### src/rtl/pulse_param_loader.sv
// pulse_param_loader: frames, checks and publishes the pulse-parameter set
// received as a UART byte stream. Ports: clk, reset (async, active high),
// rx_data/rx_valid (byte stream in), pulse-parameter outputs (pu, per,
// p1wid, del, p2wid, nut_w, nut_d, nut, cp, p_bl, p_bl_off, bl),
// load_stb / frame_err (one-cycle pulses), err_count (saturating), busy.
module pulse_param_loader #(
    parameter logic [7:0]  SYNC_BYTE = 8'hA5,
    parameter logic [19:0] TIMEOUT   = 20'd100000
) (
    input  logic        clk,
    input  logic        reset,
    input  logic [7:0]  rx_data,
    input  logic        rx_valid,
    output logic        pu,
    output logic [7:0]  per,
    output logic [15:0] p1wid,
    output logic [15:0] del,
    output logic [15:0] p2wid,
    output logic [31:0] nut_w,
    output logic [31:0] nut_d,
    output logic        nut,
    output logic [7:0]  cp,
    output logic [7:0]  p_bl,
    output logic [15:0] p_bl_off,
    output logic        bl,
    output logic        load_stb,
    output logic        frame_err,
    output logic [7:0]  err_count,
    output logic        busy
);

    typedef enum logic [1:0] {
        S_IDLE,
        S_PAYLOAD,
        S_CHECK
    } state_t;

    state_t      r_state;
    state_t      w_next;

    logic [4:0]  r_idx;
    logic [7:0]  r_sum;
    logic [19:0] r_gap;

    logic        w_start;
    logic        w_take;
    logic        w_load;
    logic        w_err;
    logic        w_tmo;

    // Staging copy of the parameter set, filled byte by byte
    logic        r_s_pu;
    logic [7:0]  r_s_per;
    logic [15:0] r_s_p1wid;
    logic [15:0] r_s_del;
    logic [15:0] r_s_p2wid;
    logic [31:0] r_s_nut_w;
    logic [31:0] r_s_nut_d;
    logic        r_s_nut;
    logic [7:0]  r_s_cp;
    logic [7:0]  r_s_p_bl;
    logic [15:0] r_s_p_bl_off;
    logic        r_s_bl;

    // Published copy, only ever updated as a whole
    logic        r_pu;
    logic [7:0]  r_per;
    logic [15:0] r_p1wid;
    logic [15:0] r_del;
    logic [15:0] r_p2wid;
    logic [31:0] r_nut_w;
    logic [31:0] r_nut_d;
    logic        r_nut;
    logic [7:0]  r_cp;
    logic [7:0]  r_p_bl;
    logic [15:0] r_p_bl_off;
    logic        r_bl;

    logic        r_load_stb;
    logic        r_frame_err;
    logic [7:0]  r_err_count;

    // A byte arriving in the same cycle always takes priority over timeout
    assign w_tmo = (r_gap == TIMEOUT);

    always_ff @(posedge clk or posedge reset) begin
        if (reset) begin
            r_state <= S_IDLE;
        end else begin
            r_state <= w_next;
        end
    end

    always_comb begin
        w_next  = r_state;
        w_start = 1'b0;
        w_take  = 1'b0;
        w_load  = 1'b0;
        w_err   = 1'b0;
        unique case (r_state)
            S_IDLE: begin
                if (rx_valid && (rx_data == SYNC_BYTE)) begin
                    w_next  = S_PAYLOAD;
                    w_start = 1'b1;
                end
            end
            S_PAYLOAD: begin
                if (rx_valid) begin
                    w_take = 1'b1;
                    if (r_idx == 5'd21) begin
                        w_next = S_CHECK;
                    end
                end else if (w_tmo) begin
                    w_next = S_IDLE;
                    w_err  = 1'b1;
                end
            end
            S_CHECK: begin
                if (rx_valid) begin
                    w_next = S_IDLE;
                    if (rx_data == r_sum) begin
                        w_load = 1'b1;
                    end else begin
                        w_err = 1'b1;
                    end
                end else if (w_tmo) begin
                    w_next = S_IDLE;
                    w_err  = 1'b1;
                end
            end
            default: begin
                w_next = S_IDLE;
            end
        endcase
    end

    // Frame bookkeeping: index, running sum, inter-byte gap
    always_ff @(posedge clk or posedge reset) begin
        if (reset) begin
            r_idx <= 5'd0;
            r_sum <= 8'd0;
            r_gap <= 20'd0;
        end else begin
            if (w_start) begin
                r_idx <= 5'd0;
                r_sum <= 8'd0;
            end else if (w_take) begin
                r_idx <= r_idx + 5'd1;
                r_sum <= r_sum + rx_data;
            end
            if ((r_state == S_IDLE) || rx_valid) begin
                r_gap <= 20'd0;
            end else begin
                r_gap <= r_gap + 20'd1;
            end
        end
    end

    // Staging writes; multi-byte fields arrive MSB first
    always_ff @(posedge clk or posedge reset) begin
        if (reset) begin
            r_s_pu       <= 1'b0;
            r_s_per      <= 8'd0;
            r_s_p1wid    <= 16'd0;
            r_s_del      <= 16'd0;
            r_s_p2wid    <= 16'd0;
            r_s_nut_w    <= 32'd0;
            r_s_nut_d    <= 32'd0;
            r_s_nut      <= 1'b0;
            r_s_cp       <= 8'd0;
            r_s_p_bl     <= 8'd0;
            r_s_p_bl_off <= 16'd0;
            r_s_bl       <= 1'b0;
        end else if (w_take) begin
            case (r_idx)
                5'd0:  r_s_pu              <= rx_data[0];
                5'd1:  r_s_per             <= rx_data;
                5'd2:  r_s_p1wid[15:8]     <= rx_data;
                5'd3:  r_s_p1wid[7:0]      <= rx_data;
                5'd4:  r_s_del[15:8]       <= rx_data;
                5'd5:  r_s_del[7:0]        <= rx_data;
                5'd6:  r_s_p2wid[15:8]     <= rx_data;
                5'd7:  r_s_p2wid[7:0]      <= rx_data;
                5'd8:  r_s_nut_w[31:24]    <= rx_data;
                5'd9:  r_s_nut_w[23:16]    <= rx_data;
                5'd10: r_s_nut_w[15:8]     <= rx_data;
                5'd11: r_s_nut_w[7:0]      <= rx_data;
                5'd12: r_s_nut_d[31:24]    <= rx_data;
                5'd13: r_s_nut_d[23:16]    <= rx_data;
                5'd14: r_s_nut_d[15:8]     <= rx_data;
                5'd15: r_s_nut_d[7:0]      <= rx_data;
                5'd16: r_s_nut             <= rx_data[0];
                5'd17: r_s_cp              <= rx_data;
                5'd18: r_s_p_bl            <= rx_data;
                5'd19: r_s_p_bl_off[15:8]  <= rx_data;
                5'd20: r_s_p_bl_off[7:0]   <= rx_data;
                5'd21: r_s_bl              <= rx_data[0];
                default: ;
            endcase
        end
    end

    // Atomic publish on a good checksum
    always_ff @(posedge clk or posedge reset) begin
        if (reset) begin
            r_pu       <= 1'b1;
            r_per      <= 8'd1;
            r_p1wid    <= 16'd30;
            r_del      <= 16'd200;
            r_p2wid    <= 16'd30;
            r_nut_w    <= 32'd50;
            r_nut_d    <= 32'd300;
            r_nut      <= 1'b1;
            r_cp       <= 8'd3;
            r_p_bl     <= 8'd50;
            r_p_bl_off <= 16'd100;
            r_bl       <= 1'b1;
        end else if (w_load) begin
            r_pu       <= r_s_pu;
            r_per      <= r_s_per;
            r_p1wid    <= r_s_p1wid;
            r_del      <= r_s_del;
            r_p2wid    <= r_s_p2wid;
            r_nut_w    <= r_s_nut_w;
            r_nut_d    <= r_s_nut_d;
            r_nut      <= r_s_nut;
            r_cp       <= r_s_cp;
            r_p_bl     <= r_s_p_bl;
            r_p_bl_off <= r_s_p_bl_off;
            r_bl       <= r_s_bl;
        end
    end

    always_ff @(posedge clk or posedge reset) begin
        if (reset) begin
            r_load_stb  <= 1'b0;
            r_frame_err <= 1'b0;
            r_err_count <= 8'd0;
        end else begin
            r_load_stb  <= w_load;
            r_frame_err <= w_err;
            if (w_err && (r_err_count != 8'hFF)) begin
                r_err_count <= r_err_count + 8'd1;
            end
        end
    end

    assign pu        = r_pu;
    assign per       = r_per;
    assign p1wid     = r_p1wid;
    assign del       = r_del;
    assign p2wid     = r_p2wid;
    assign nut_w     = r_nut_w;
    assign nut_d     = r_nut_d;
    assign nut       = r_nut;
    assign cp        = r_cp;
    assign p_bl      = r_p_bl;
    assign p_bl_off  = r_p_bl_off;
    assign bl        = r_bl;
    assign load_stb  = r_load_stb;
    assign frame_err = r_frame_err;
    assign err_count = r_err_count;
    assign busy      = (r_state != S_IDLE);

endmodule

### config.mk
export PLATFORM = sky130hd
export DESIGN_NAME = pulse_param_loader
export DESIGN_NICKNAME = d
export VERILOG_FILES = /design/src/rtl/pulse_param_loader.sv
export SDC_FILE = /design/constraint.sdc
export NUM_CORES = 1
export LEC_CHECK = 0
export BUFFER_PORTS_ARGS = -buffer_cell sky130_fd_sc_hd__buf_2
export CAP_MARGIN = 20
export CORE_MARGIN = 5
export CORE_UTILIZATION = 58
export CTS_CLUSTER_DIAMETER = 120
export DETAILED_ROUTE_END_ITERATION = 6
export PLACE_DENSITY = 0.79
export SLEW_MARGIN = 10
export SYNTH_ARGS = -nofsm -noshare
export SYNTH_HDL_FRONTEND = slang
export SYNTH_SLANG_ARGS = --single-unit
### constraint.sdc
create_clock -name clk -period 13.17 [get_ports clk]
set_input_delay 0.6585 -clock clk [delete_from_list [all_inputs] [get_ports clk]]
set_output_delay 0.6585 -clock clk [all_outputs]
set_load 0.01 [all_outputs]
Word level (Yosys, flattened, before mapping):

Index checks and enable logic that the tools add are counted.

* flip-flop bits (word level): 355
* bits of input ports: 11

* $add $sub $neg: 4
* equality and inequality tests: 29
* multiplexer cells: 23
* reductions and logical operators: 30

Operator list (number)
* $reduce_and A2 Y1: 23
* $eq A5 B4 Y1 const B: 8
* $eq A5 B5 Y1 const B: 6
* $add A20 B1 Y20 const B: 1
* $eq A20 B17 Y1 const B: 1
* $eq A5 B3 Y1 const B: 4
* $mux W20: 1
* $mux W8: 2
* $mux W1: 11
* $eq A5 B2 Y1 const B: 2
* $mux W2: 5
* $mux W5: 2
* $add A8 B1 Y8 const B: 1
* $add A8 B8 Y8: 1
* $eq A8 B8 Y1: 1
* $eq A8 B8 Y1 const B: 1
* $ne A8 B8 Y1 const B: 1
* $pmux W2 S3: 1
* $add A5 B1 Y5 const B: 1
* $eq A5 B1 Y1 const B: 1
* $logic_not A5 Y1: 1
* $reduce_bool A2 Y1: 2
* $ne A3 B3 Y1 const B: 1
* $eq A2 B1 Y1 const B: 1
* 6 further kinds: 7

Logic depth before layout (Yosys ltp):

Gate-level depths: netlist of run 1.

* depth in word-level cells: 5
* mapped depth: 7

Least setup slack after synthesis of run 1:

Ideal clock, no wire load.

* kind: input-to-reg
* from: input rx_data[2]
* to: register r_cp[7] (netlist: cp[7])
* arrival: 2.222 ns
* required time: 13.045 ns
* slack: 10.823 ns
* cell stages on the path: 7
* buffers on the path: 2
* path through: ha_1 > nor4_1 > and4b_1 > nand3_2 > buf_6 > buf_6 > mux2_4

* longest elaborated chain between the ends: 4

RTL lines
* start, declared: line 12 `input logic [7:0] rx_data,`
* $eq A8 B8 Y1: line 121 `if (rx_data == r_sum) begin`
* $mux W1: line 121
* $mux W1: line 119 `if (rx_valid) begin`
* $mux W1: line 100 `unique case (r_state)`
* end signal, assigned: line 227 `r_cp <= r_s_cp;`
* end, declared: line 74 `logic [7:0] r_cp;`

Every way passes these cells.
A chain may end at the register's enable or synchronous reset.

Worst setup path in the final report of run 1:

* from: input rx_data[2]
* to: register r_p2wid[9] (netlist: p2wid[9])

* longest elaborated chain between the ends: 4

RTL lines
* $eq A8 B8 Y1: line 121
* $mux W1: line 121
* $mux W1: line 119
* $mux W1: line 100
* end signal, assigned: line 223 `r_p2wid <= r_s_p2wid;`
* end, declared: line 70 `logic [15:0] r_p2wid;`

Every way passes these cells.

==> summary by stage, run 1 <==
GRT
In the global route stage, overall resource usage came out at 21.64%. The initial antenna violation count is 0. The via count of the first global-routing pass is 8955. Entering global routing, the biggest net connects 120 pins. The final global-route overflow total is 0.

The wire length of the first global-routing pass is 49.91 mm.

Critical path
Data arrives at the worst endpoint at 3.79 ns. The worst setup path is captured at a register. The timing startpoint of the critical path is rx_data[2]. The endpoint of the lowest-slack register-to-register path is p2wid[9].

On the critical path, the stage with the largest delay is an instance of sky130_fd_sc_hd__mux2_4. The startpoint identified for the worst register-to-register timing path is r_sum[2]. The critical path launch point type is an input pin. Traced cell by cell, the critical path runs through buf_2 -> ha_1 -> nor4_1 -> and4b_1 -> nand3_4 -> buf_12 -> buf_4 -> mux2_4. For the worst flop-to-flop path, the logic depth is 7.

Data on the critical path is required at its endpoint by 13.57 ns. The largest fanout on the critical path is 52. Broken down by cell family, the worst path's largest delay share belongs to buffers and inverters. In this design, the stage delay of the slowest critical-path cell is 0.43 ns. The worst setup path is of the input pin to register kind. For flop-to-flop paths, the worst setup slack is 9.98 ns. Counting both buffers and inverters, the worst setup path holds a total of 3.

Finish
Leaving out fill and tap cells, the most frequent cells in the layout are sky130_fd_sc_hd__dfrtp_1, sky130_fd_sc_hd__buf_2, sky130_fd_sc_hd__mux2_2. Compared with the post-synthesis result, the final layout area differs by 15.27%. The repair_antennas step left the layout with diodes totalling 0. The number of nets in the final layout is 1174. The proportion of layout cells with a drive suffix above 1 is 51.07%. The library cell used most frequently in the layout, excluding fill and tap cells, is sky130_fd_sc_hd__dfrtp_1. The finished cells cover 17120 µm².

Timing
For the final routed database, the setup TNS stands at 0 ns. At the pin with the least slew margin, the transition time is 1.006 ns. The final number of hold-violating endpoints is 0.

Measured against its own limit, the worst slew margin works out to 32.91%. The final count of pins violating max slew is 0. The worst clock skew on the final layout is 0.02333 ns. Setup repair after global routing left no endpoint under its margin. Setup violations remaining at the end of the flow were counted as 0. In the finished design, the share of the clock period the worst path needs comes to 25.72%.

Timing would allow up to 295.2 MHz. The post-route minimum period is 3.387 ns.

Floorplanning
The die boundary width is 170.0 µm. The die extent in y is 170.0 µm. The total core area is 25180 µm².

The effective utilization at floorplan is 58.97%. The count of boundary I/O pins is 177. The floorplan step defined a die boundary enclosing 28910 µm². After floorplanning, the core was divided into 58 placement rows.

CTS
The tree built by TritonCTS fans out to 355 sinks. The maximum root-to-sink buffer count is 3. The number of hold buffers added after CTS was 0.

The later-pin clock latency in the skew report is 0.52 ns. The number of levels the H-tree was split into is 2. Once the clock tree was built, the resizer swapped 0 gates to a different size. The clock slew seen by the registers of the worst setup and hold paths is 0.06 ns. The total clock buffers created by CTS is 36. The cell sitting at the root of the clock tree is a sky130_fd_sc_hd__clkbuf_16. The number of buffers inserted by post-CTS setup repair is 0. TritonCTS built the clock tree.

Synth
Synthesis handed over a netlist of 966 instances. Of the total synthesized cell area, the portion taken by full adders, half adders and majority gates is 1.736%. The number of unique standard cell types used by synthesis is 53. The dominant synthesized flop cell is sky130_fd_sc_hd__dfrtp_1. The synthesized netlist devotes 5.080% of its cell area to simple gates. The synthesized-area fraction occupied by xor and xnor cells is 1.769%. The Yosys warning count is 0. The synthesized design contains 0 enable-type register cells.

Averaged over all synthesized cells, the footprint is 15.37 µm². The mux share of post-synthesis cell area is 27.24%. The area fraction in compound gates after synthesis is 1.727%. The largest family of logic cells by synthesized area is multiplexers. Counting flops with an async set or reset pin after synthesis yields a share of 100.0%. The register area share after synthesis is 60.07%. The synthesized cell area is 14850 µm². The number of nets in the synthesized netlist is 997. The post-synthesis register bit count is 355.

Route
After detailed routing, the total wire length is 30.91 mm. For this block, the initial DRC count from the detailed router was 488. The detailed router placed 8350 vias in this run. In the final routed layout, each cell accounts on average for 20.59 µm. After detailed routing, the number of vias per cell comes to 5.563. The number of iterations in the first detailed-routing pass is 5. The number of remaining DRC errors is 0. The remaining antenna violation count is 0.

Power
The maximum VDD drop is 0.08315 mV. Summed over all cells, the static leakage comes to 9.269 nW. The overall power after layout is 2.303 mW. The cell area power density is 134.5 nW/µm².

Worst hold path
The worst min-delay path class is input pin to async pin.

Place
Routability-driven placement finished with a final weighted congestion of 0.8340. After legalization and detailed placement, the total HPWL measured 19.47 mm. Once placement finished, the instance area stood at 15910 µm². The count of buffers added on input and output ports is 176.

Outcome
The run finished with clean final reports.

Job
The count of maximum capacitance violations is 0.
routing by layer:
layer  part of all wire, %  routed length [µm]  track usage, %  up-vias
li1                      -                   -               -     3753
met1                    45               13890           30.93     4334
met2                    47               14670           34.54      204
met3                   4.8                1488           3.554       59
met4                   2.8                 860           6.806        0
met5                     0                   0               0        -
flip-flops by register name, indices dropped and copies added, names as in the netlist, 8 cells and up:
register,flops
r_s_nut_d,32
cp,8
r_s_p2wid,16
p_bl,8
r_s_nut_w,32
p1wid,16
p2wid,16
del,16
r_s_p_bl,8
r_s_p_bl_off,16
r_sum,8
r_s_cp,8
r_s_p1wid,16
r_s_del,16
p_bl_off,16
nut_d,32
err_count,8
r_s_per,8
per,8
nut_w,32
r_gap,20
cells by family (layout without fill, tap and decap cells):
kind of cell | after synthesis | after routing
simple gates | 150 | 150
fa+ha+maj | 20 | 20
flops | 355 | 355
xor+xnor | 30 | 30
buf+inv | 61 | 266
mux | 313 | 313
compound gates | 37 | 37
synth_stat cells, drive strengths merged, types with 3 or more instances:
library cell,instances,area [µm²]
clkbuf,24,90.09
nor4b,3,26.28
a211oi,4,30.03
dfrtp,325,8133
xnor2,16,140.1
mux2,312,4035
xor2,14,122.6
inv,17,63.81
o21ai,4,20.02
nand4,13,81.33
nor2,50,217.7
nor4,5,31.28
ha,19,237.7
buf,20,198.9
and3,6,37.54
nor3,7,40.04
a21oi,10,50.05
nand2,36,135.1
dfstp,30,788.3
nand3,17,90.09
cell type report:
type | count | area [µm²]
Clock buffer | 56 | 1099
Clock inverter | 10 | 63.81
Fill cell | 1703 | 8064
Inverter | 17 | 71.32
Multi-Input combinational cell | 550 | 5584
Sequential cell | 355 | 8921
Tap cell | 330 | 412.9
Timing Repair Buffer | 183 | 965.9
worst register-to-register path, delay by kind of cell, from the launching register on:
| kind | cells | cell delay [ns] |
|---|---|---|
| muxes | 1 | 0.50 |
| and+or+nand+nor | 3 | 1.04 |
| adders and majority gates | 1 | 0.36 |
| buffers and inverters | 2 | 0.80 |
| DFF | 1 | 0.39 |
metrics by stage:
step	hold WS (ns)	worst slack (ns)	utilization, %	instances
2_1_floorplan	0.4644	2.713	-	966
3_3_place_gp	0.4830	9.062	63.17	1433
3_5_place_dp	0.4882	8.931	63.17	1433
4_1_cts	0.3342	9.499	67.79	1499
5_1_grt	0.3782	9.658	67.98	1501
6_report	0.3090	9.783	67.98	1501
worst max-delay path by stage:
| stage | to | cells after the start |
|---|---|---|
| after global placement | del[4] | 7 |
| after CTS | p2wid[9] | 7 |
| final | p2wid[9] | 8 |
| after floorplan | cp[2] | 1 |
| after global routing | nut_w[3] | 8 |
| after detailed placement | p2wid[9] | 7 |
report_power, final:
group	switching (mW)	leakage (nW)	internal [mW]
registers	0.0219	4.84	1.12
clock network	0.415	0.576	0.577
logic	0.111	3.86	0.0617
No activity file was read; power rests on OpenSTA's default activity.
==> run 2: changes to the inputs <==
--- a/config.mk
+++ b/config.mk
@@ -8,10 +8,10 @@
 export BUFFER_PORTS_ARGS = -buffer_cell sky130_fd_sc_hd__buf_2
 export CAP_MARGIN = 20
 export CORE_MARGIN = 5
-export CORE_UTILIZATION = 58
+export CORE_UTILIZATION = 53
 export CTS_CLUSTER_DIAMETER = 120
 export DETAILED_ROUTE_END_ITERATION = 6
-export PLACE_DENSITY = 0.79
+export PLACE_DENSITY = 0.77
 export SLEW_MARGIN = 10
 export SYNTH_ARGS = -nofsm -noshare
 export SYNTH_HDL_FRONTEND = slang
==> constraint.sdc (replaced) <==
create_clock -name clk -period 3.02 [get_ports clk]
set_input_delay 0.151 -clock clk [delete_from_list [all_inputs] [get_ports clk]]
set_output_delay 0.151 -clock clk [all_outputs]
set_load 0.01 [all_outputs]
==> summary by stage, run 2 (synthesis gave the netlist of run 1 again) <==
Critical path
The largest fanout on the critical path is 61 (+17%). The arrival time at the worst endpoint came to 2.67 ns (-1.12 ns). The data required time of the critical path came to 3.41 ns (-10.16 ns). The maximum single-stage delay on the critical path was 0.39 ns (-0.04 ns). By startpoint and endpoint, the worst setup path is classified as register to register. The depth of the most critical reg-to-reg path is 6 (-1).

The critical path goes through ha_1 -> nor4_1 -> and4b_1 -> nand3_4 -> buf_12 -> mux2_4. The worst-path cell with the longest stage delay is sky130_fd_sc_hd__dfrtp_1. The critical path capture point type is a register. The critical path launch point type is a register.

Floorplanning
The total core area is 27710 µm² (+10%). The count of boundary I/O pins is 177 (unchanged). The die boundary width is 177.4 µm (+4.3%). The effective utilization at floorplan is 53.60% (-5.4 points).

The total number of placement rows is 61 (+5.2%). The die extent in y came to 177.4 µm (+4.3%). The floorplan die area came to 31470 µm² (+8.9%).

GRT
The pin count of the biggest net entering global routing is 142 (+18%). The via count of the first global-routing pass is 8690 (-3.0%). The global-route total usage across every layer is 19.98% (-1.7 points). The final global-route overflow total is 0 (unchanged). The wire length of the first global-routing pass is 49.87 mm (about the same).

The initial antenna violation count is 0 (unchanged).

Timing
The number of failing setup endpoints in the final timing report is 0 (unchanged). The actual slew at the worst max-slew pin is 0.7671 ns (-0.2393 ns). The worst slew margin relative to its limit is 48.39% (+15 points). The share of the clock period used by the worst path after layout is 75.47%.

The post-route minimum period is 2.279 ns. Derived from the worst setup path, the maximum achievable clock frequency is 438.7 MHz. The worst clock skew on the final layout is 0.01360 ns (-0.009727 ns). The final count of pins violating max slew is 0 (unchanged).

Setup repair after global routing left no endpoint under its margin. The final number of hold-violating endpoints was 0 (unchanged).

Power
The maximum VDD drop is 0.3995 mV (+380%). The switching part of the total power is 23.13% (-0.68 points). The reported leakage power was 9.380 nW (+1.2%). The overall power after layout is 10.36 mW (+350%).

The cell-internal power was 7.964 mW (+350%). The combinational group share of total power was 7.6% (about the same). The sequential cell fraction of total power is 47.9% (-1.5 points). The net switching power is 2.397 mW (+340%). The cell area power density is 595.4 nW/µm² (+340%).

The clock network power share is 44.6% (+1.5 points).

CTS
The number of gates resized after cts was 0 (unchanged). The total clock buffers created by CTS came to 37 (+2.8%). The master cell of the clock root buffer is sky130_fd_sc_hd__clkbuf_16.

The clock net sink count is 355 (unchanged). The maximum root-to-sink buffer count is 3 (unchanged). The CTS tree is built. The number of levels the H-tree was split into is 2 (unchanged).

The number of buffers inserted by post-CTS setup repair came to 0 (unchanged). The number of buffers added to fix hold violations after cts is 1 (+1). The clock slew seen by the registers of the worst setup and hold paths is 0.06 ns (about the same). The later-pin clock latency in the skew report is 0.51 ns (about the same).

Place
The cell count after placement is 1493 (+4.2%). The cell area after placement came to 16130 µm² (+1.4%). The routability congestion estimate from global placement came to 0.8534 (+2.3%). The number of I/O port buffers is 176 (unchanged). The final HPWL from detailed placement came to 19.91 mm (+2.3%).

Worst hold path
The path class of the tightest hold or removal check is input pin to register. Along the worst hold path, the cell count comes to 2.

Finish
The most common cell after layout, fill and taps aside is sky130_fd_sc_hd__dfrtp_1. The growth of design area from synthesis to finish is 17.17%. The antenna cell count is 0 (unchanged). The proportion of layout cells with a drive suffix above 1 was 51.52% (+0.45 points).

The filler cell count was 2023 (+19%). The count of non-filler cells in the finished layout is 1562 (+4.1%). In the layout the commonest cells are sky130_fd_sc_hd__dfrtp_1, sky130_fd_sc_hd__buf_2, sky130_fd_sc_hd__mux2_2. The final non-filler cell area is 17400 µm² (+1.7%).

The number of nets in the final layout came to 1186 (+1.0%).

Route
The remaining antenna violation count is 0 (unchanged). The number of iterations in the first detailed-routing pass was 5 (unchanged). The detailed-route vias per instance is 5.372 (-3.4%).

The post-detailed-routing wire length was 31.13 mm (+0.69%). The number of vias in the routed layout is 8391 (+0.49%). The number of design-rule violations left by the first detailed-router iteration is 504 (+3.3%).

The detailed-route wire length per cell is 19.93 µm (-3.2%). The number of remaining DRC errors was 0 (unchanged).

Job
The count of maximum capacitance violations came to 0 (unchanged).

Outcome
The run finished with clean final reports.
run 2: cell types whose count changed in the layout (fill, tap and decap cells not counted), sizes merged:
cell | before | now
clkinvlp | 1 | 2
bufinv | 0 | 2
dlygate4sd3 | 0 | 1
clkbuf | 56 | 60
buf | 183 | 193
clkinv | 9 | 4
run 2: final timing paths:
kind,from,to,slack [ns]
max,r_sum[2],p2wid[12],0.74
min,rx_data[1],r_s_nut_w[1],0.15
max reg2reg,r_sum[2],p2wid[12],0.74
min reg2reg,r_s_nut,nut,0.49
max in group asynchronous,reset,nut_d[1],1.93
min in group asynchronous,reset,p2wid[15],0.39
run 2: final cells by class:
class                      count  area [µm²]  area share (%)
multi-input combinational    550        5584           32.09
inverter                      17       67.56          0.3883
clock inverter                 8       96.34          0.5537
timing repair buffer         194        1094           6.285
sequential                   355        8921           51.27
clock buffer                  60        1165           6.695
tap                          378       473.0           2.718
run 2: metrics by stage:
step	setup WS, ns	util (%)	TNS (ns)	hold WS (ns)
3_5_place_dp	0.5285	58.22	0	0.4073
2_1_floorplan	-1.863	-	-622.63	0.3026
5_1_grt	0.5395	62.81	0	0.1536
3_3_place_gp	0.5495	58.22	0	0.4039
6_report	0.7407	62.81	0	0.1489
4_1_cts	0.7587	62.81	0	0.1316
run 2: power groups by stage:
| stage | Sequential [mW] | Combinational [mW] | Clock [mW] |
|---|---|---|---|
| 2_1_floorplan | 5.03 | 0.554 | 0 |
| 3_3_place_gp | 5.04 | 0.762 | 0 |
| 3_5_place_dp | 5.04 | 0.783 | 0 |
| 4_1_cts | 4.96 | 0.791 | 4.71 |
| 5_1_grt | 4.97 | 0.888 | 4.94 |
| 6_report | 4.96 | 0.784 | 4.62 |
run 2: critical path: cells and delay by family, from the launching register on:
family / cells / cell delay, ns
flops: 1 / 0.39
simple gates: 3 / 0.73
mux: 1 / 0.36
fa+ha+maj: 1 / 0.37
buf+inv: 1 / 0.27
run 2: routing by layer:
metal | share of wire [%] | vias up | routed length [µm] | global-route usage (%)
met2 | 48 | 200 | 15070 | 32.74
met4 | 1.8 | 0 | 549 | 4.415
met3 | 4.7 | 45 | 1454 | 3.579
li1 | - | 3781 | - | -
met5 | 0 | - | 0 | 0
met1 | 45 | 4365 | 14050 | 28.27
==> run 3: changes to the inputs <==
--- a/config.mk
+++ b/config.mk
@@ -5,13 +5,14 @@
 export SDC_FILE = /design/constraint.sdc
 export NUM_CORES = 1
 export LEC_CHECK = 0
+export ABC_AREA = 1
 export BUFFER_PORTS_ARGS = -buffer_cell sky130_fd_sc_hd__buf_2
 export CAP_MARGIN = 20
 export CORE_MARGIN = 5
-export CORE_UTILIZATION = 53
+export CORE_UTILIZATION = 52
 export CTS_CLUSTER_DIAMETER = 120
 export DETAILED_ROUTE_END_ITERATION = 6
-export PLACE_DENSITY = 0.77
+export PLACE_DENSITY = 0.75
 export SLEW_MARGIN = 10
 export SYNTH_ARGS = -nofsm -noshare
 export SYNTH_HDL_FRONTEND = slang
==> constraint.sdc (replaced) <==
create_clock -name clk -period 2 [get_ports clk]
set_input_delay 0.1 -clock clk [delete_from_list [all_inputs] [get_ports clk]]
set_output_delay 0.1 -clock clk [all_outputs]
set_load 0.01 [all_outputs]
==> summary by stage, run 3 <==
Outcome
The run finished with clean final reports.

Critical path
The cell that appears most often on the critical path is sky130_fd_sc_hd__nand2_1. The largest fanout on the critical path is 28 (-54%). The number of cells on the critical path came to 9 (+3). Walking the worst path, the cells encountered are ha_1 -> nor2_1 -> nand2_1 -> nor2_4 -> nand3_4 -> buf_4 -> clkbuf_16 -> nand2_1 -> o21ai_0.

STA classifies the critical path endpoint as a register. The top cell family by delay on the critical path is simple AND/OR/NAND/NOR gates. The data required time of the critical path is 2.39 ns (-1.02 ns). By startpoint and endpoint, the worst setup path is classified as register to register. The arrival time at the worst endpoint was 2.32 ns (-0.35 ns). The depth of the most critical reg-to-reg path is 9 (+3). The worst-path cell with the longest stage delay is sky130_fd_sc_hd__dfrtp_1. The total buffers and inverters traversed by the critical path is 2 (+1). STA classifies the critical path startpoint as a register.

The maximum single-stage delay on the critical path was 0.39 ns (about the same).

CTS
The number of levels the H-tree was split into was 2 (unchanged). The later-pin clock latency in the skew report is 0.52 ns (about the same). The maximum root-to-sink buffer count came to 3 (unchanged). The CTS tree is built. The clock net sink count is 355 (unchanged). The clock slew seen by the registers of the worst setup and hold paths was 0.06 ns (about the same). The total clock buffers created by CTS was 37 (unchanged). The master cell of the clock root buffer is sky130_fd_sc_hd__clkbuf_16.

Timing
The share of the clock period used by the worst path after layout is 96.66% (+21 points). Setup repair after global routing could not meet its margin everywhere. The actual slew at the worst max-slew pin is 0.8577 ns (+0.09066 ns). The maximum clock rate was 517.3 MHz (+18%). The worst slew margin relative to its limit is 42.76% (-5.6 points). The number of failing setup endpoints in the final timing report came to 0 (unchanged). The final count of pins violating max slew is 0 (unchanged). The final total negative setup slack is 0 ns (unchanged).

The final number of hold-violating endpoints came to 0 (unchanged). The worst clock skew on the final layout is 0.01165 ns (-0.001950 ns). The post-route minimum period is 1.933 ns (-0.3461 ns).

Finish
The most common cell after layout, fill and taps aside is sky130_fd_sc_hd__nand2_1. The count of non-filler cells in the finished layout is 2165 (+39%). The number of nets in the final layout is 1789 (+51%).

The top cell types in the final layout, fill and taps aside, are sky130_fd_sc_hd__nand2_1, sky130_fd_sc_hd__dfrtp_1, sky130_fd_sc_hd__buf_2. The filler cell count is 2258 (+12%). The growth of design area from synthesis to finish is 20.14%.

The antenna cell count came to 0 (unchanged). The proportion of layout cells with a drive suffix above 1 was 19.47% (-32 points).

Synth
The dominant synthesized flop cell is sky130_fd_sc_hd__dfrtp_1. The number of synthesized flops with an enable pin is 0 (unchanged). The net count after synthesis was 1580 (+58%). sky130_fd_sc_hd__dfrtp_1 takes more of the synthesized area than any other cell. Sorting the synthesized cells by area gives the leading types as sky130_fd_sc_hd__dfrtp_1, sky130_fd_sc_hd__nand2_1, sky130_fd_sc_hd__o21ai_0, sky130_fd_sc_hd__dfstp_2, sky130_fd_sc_hd__inv_1. The post-synthesis area per instance is 9.322 µm² (-39%). The number of unique standard cell types used by synthesis is 39 (-26%). sky130_fd_sc_hd__nand2_1 is the most common cell in the netlist.

The post-synthesis register bit count came to 355 (unchanged). The register area share after synthesis is 61.78% (+1.7 points). The Yosys warning count is 0 (unchanged).

The proportion of synthesized flip-flops having asynchronous set or reset is 100.0% (unchanged). By count the netlist is led by sky130_fd_sc_hd__nand2_1, sky130_fd_sc_hd__dfrtp_1, sky130_fd_sc_hd__o21ai_0, sky130_fd_sc_hd__inv_1, sky130_fd_sc_hd__nor2_1. The top-area cell type share of the netlist area is 56.32% (+1.6 points). The synthesized cell area was 14440 µm² (-2.8%). The instance count of the mapped netlist is 1549 (+60%).

Power
The reported leakage power is 9.208 nW (-1.8%). The cell area power density was 942.9 nW/µm² (+58%). The maximum VDD drop came to 0.5060 mV (+27%).

Worst hold path
The count of cells along the worst hold path is 4 (+2). The worst min-delay path class is input pin to register.

Route
The number of design-rule violations left by the first detailed-router iteration came to 999 (+98%). The detailed-route vias per instance was 5.198 (-3.2%). The number of iterations in the first detailed-routing pass is 5 (unchanged). The detailed-route wire length per cell was 16.44 µm (-17%). The number of vias in the routed layout was 11254 (+34%). The post-detailed-routing wire length is 35.60 mm (+14%).

The remaining antenna violation count came to 0 (unchanged). The number of remaining DRC errors is 0 (unchanged).

Place
The routability congestion estimate from global placement is 0.8594 (+0.70%). The final HPWL from detailed placement was 22.15 mm (+11%). The cell count after placement is 2082 (+39%). The number of I/O port buffers is 176 (unchanged).

GRT
The global-route total usage across every layer is 22.46% (+2.5 points). The via count of the first global-routing pass is 11005 (+27%). The pin count of the biggest net entering global routing is 144 (+1.4%). The wire length of the first global-routing pass is 56.84 mm (+14%).

The initial antenna violation count is 1 (+1). The final global-route overflow total came to 0 (unchanged).

Floorplanning
The total number of placement rows is 61 (unchanged). The count of boundary I/O pins is 177 (unchanged). The effective utilization at floorplan came to 52.26% (-1.3 points). The floorplan die area came to 31200 µm² (-0.84%). The die extent in y was 176.6 µm (-0.42%). The die boundary width is 176.6 µm (-0.42%). The total core area came to 27630 µm² (-0.28%).

Job
The count of maximum capacitance violations came to 0 (unchanged).
-- run 3: changes by cell type after synthesis, moves of 10 or more --
cell,before,now
sky130_fd_sc_hd__mux2_2,172,0
sky130_fd_sc_hd__o21ai_0,4,173
sky130_fd_sc_hd__xnor2_1,16,3
sky130_fd_sc_hd__o21ai_1,0,16
sky130_fd_sc_hd__nand2_1,36,669
sky130_fd_sc_hd__mux2_4,139,0
sky130_fd_sc_hd__nand3_4,0,10
sky130_fd_sc_hd__inv_1,17,71
sky130_fd_sc_hd__buf_2,3,26
sky130_fd_sc_hd__nand3_1,16,38
-- run 3: worst min-delay path: stages --
cell	delay [ns]
sky130_fd_sc_hd__buf_2	0.14
sky130_fd_sc_hd__nand3_1	0.09
sky130_fd_sc_hd__nand2_1	0.05
sky130_fd_sc_hd__a21boi_1	0.12
-- run 3: cells by family after synthesis --
group	share of synthesized area [%]
compound gates	7.547
flops	61.78
buf+inv	4.982
fa+ha+maj	1.785
xor+xnor	0.7279
simple gates	23.18
-- run 3: layer usage --
metal  vias up  GRT usage (%)  part of all wire [%]
met5         -              0                 0.037
met4         2          8.124                   3.7
met3        81          4.080                   5.5
met2       336          36.34                    48
met1      5501          30.81                    43
li1       5334              -                     -
-- run 3: through the flow --
| step | setup slack [ns] | instance area (µm²) | hold WS [ns] | power [mW] | util [%] |
|---|---|---|---|---|---|
| global route | -0.04463 | 17350 | 0.04936 | 17.09 | 62.79 |
| global placement | 0.1081 | 15820 | 0.2101 | 9.326 | 57.27 |
| floorplan | -2.832 | 14440 | 0.2210 | 8.839 | - |
| detailed placement | 0.09656 | 15820 | 0.2083 | 9.388 | 57.27 |
| finish | 0.06680 | 17350 | 0.02307 | 16.36 | 62.79 |
| CTS | 0.07111 | 17180 | 0.002004 | 16.45 | 62.18 |
-- run 3: path summary, 6_finish.rpt --
path	from	endpoint	slack (ns)
max	r_sum[6]	p_bl_off[11]	0.07
min	rx_valid	r_state[1]	0.02
max reg2reg	r_sum[6]	p_bl_off[11]	0.07
min reg2reg	r_s_per[2]	per[2]	0.46
max in group asynchronous	reset	p_bl_off[10]	1.01
min in group asynchronous	reset	nut_w[13]	0.24
-- run 3: repair_timing --
action | in CTS | in global routing
hold endpoints to repair | 206 | 0
setup buffers | 0 | 3
gates resized for setup | 0 | 12
endpoints found under the setup margin | 0 | 112
hold buffers | 9 | 0
-- run 3: cell type report --
| class | instances | area, µm² | share of cell area [%] |
|---|---|---|---|
| clock buffer | 60 | 1145 | 6.599 |
| clock inverter | 8 | 121.4 | 0.6996 |
| inverter | 79 | 305.3 | 1.760 |
| multi-input combinational | 1049 | 4845 | 27.93 |
| sequential | 355 | 8921 | 51.42 |
| tap | 378 | 473.0 | 2.726 |
| timing repair buffer | 236 | 1538 | 8.864 |
-- run 3: power breakdown --
part	switching (mW)	internal, mW
combinational	1.13	0.563
sequential	0.203	7.43
clock	2.72	4.31
total	4.05	12.3
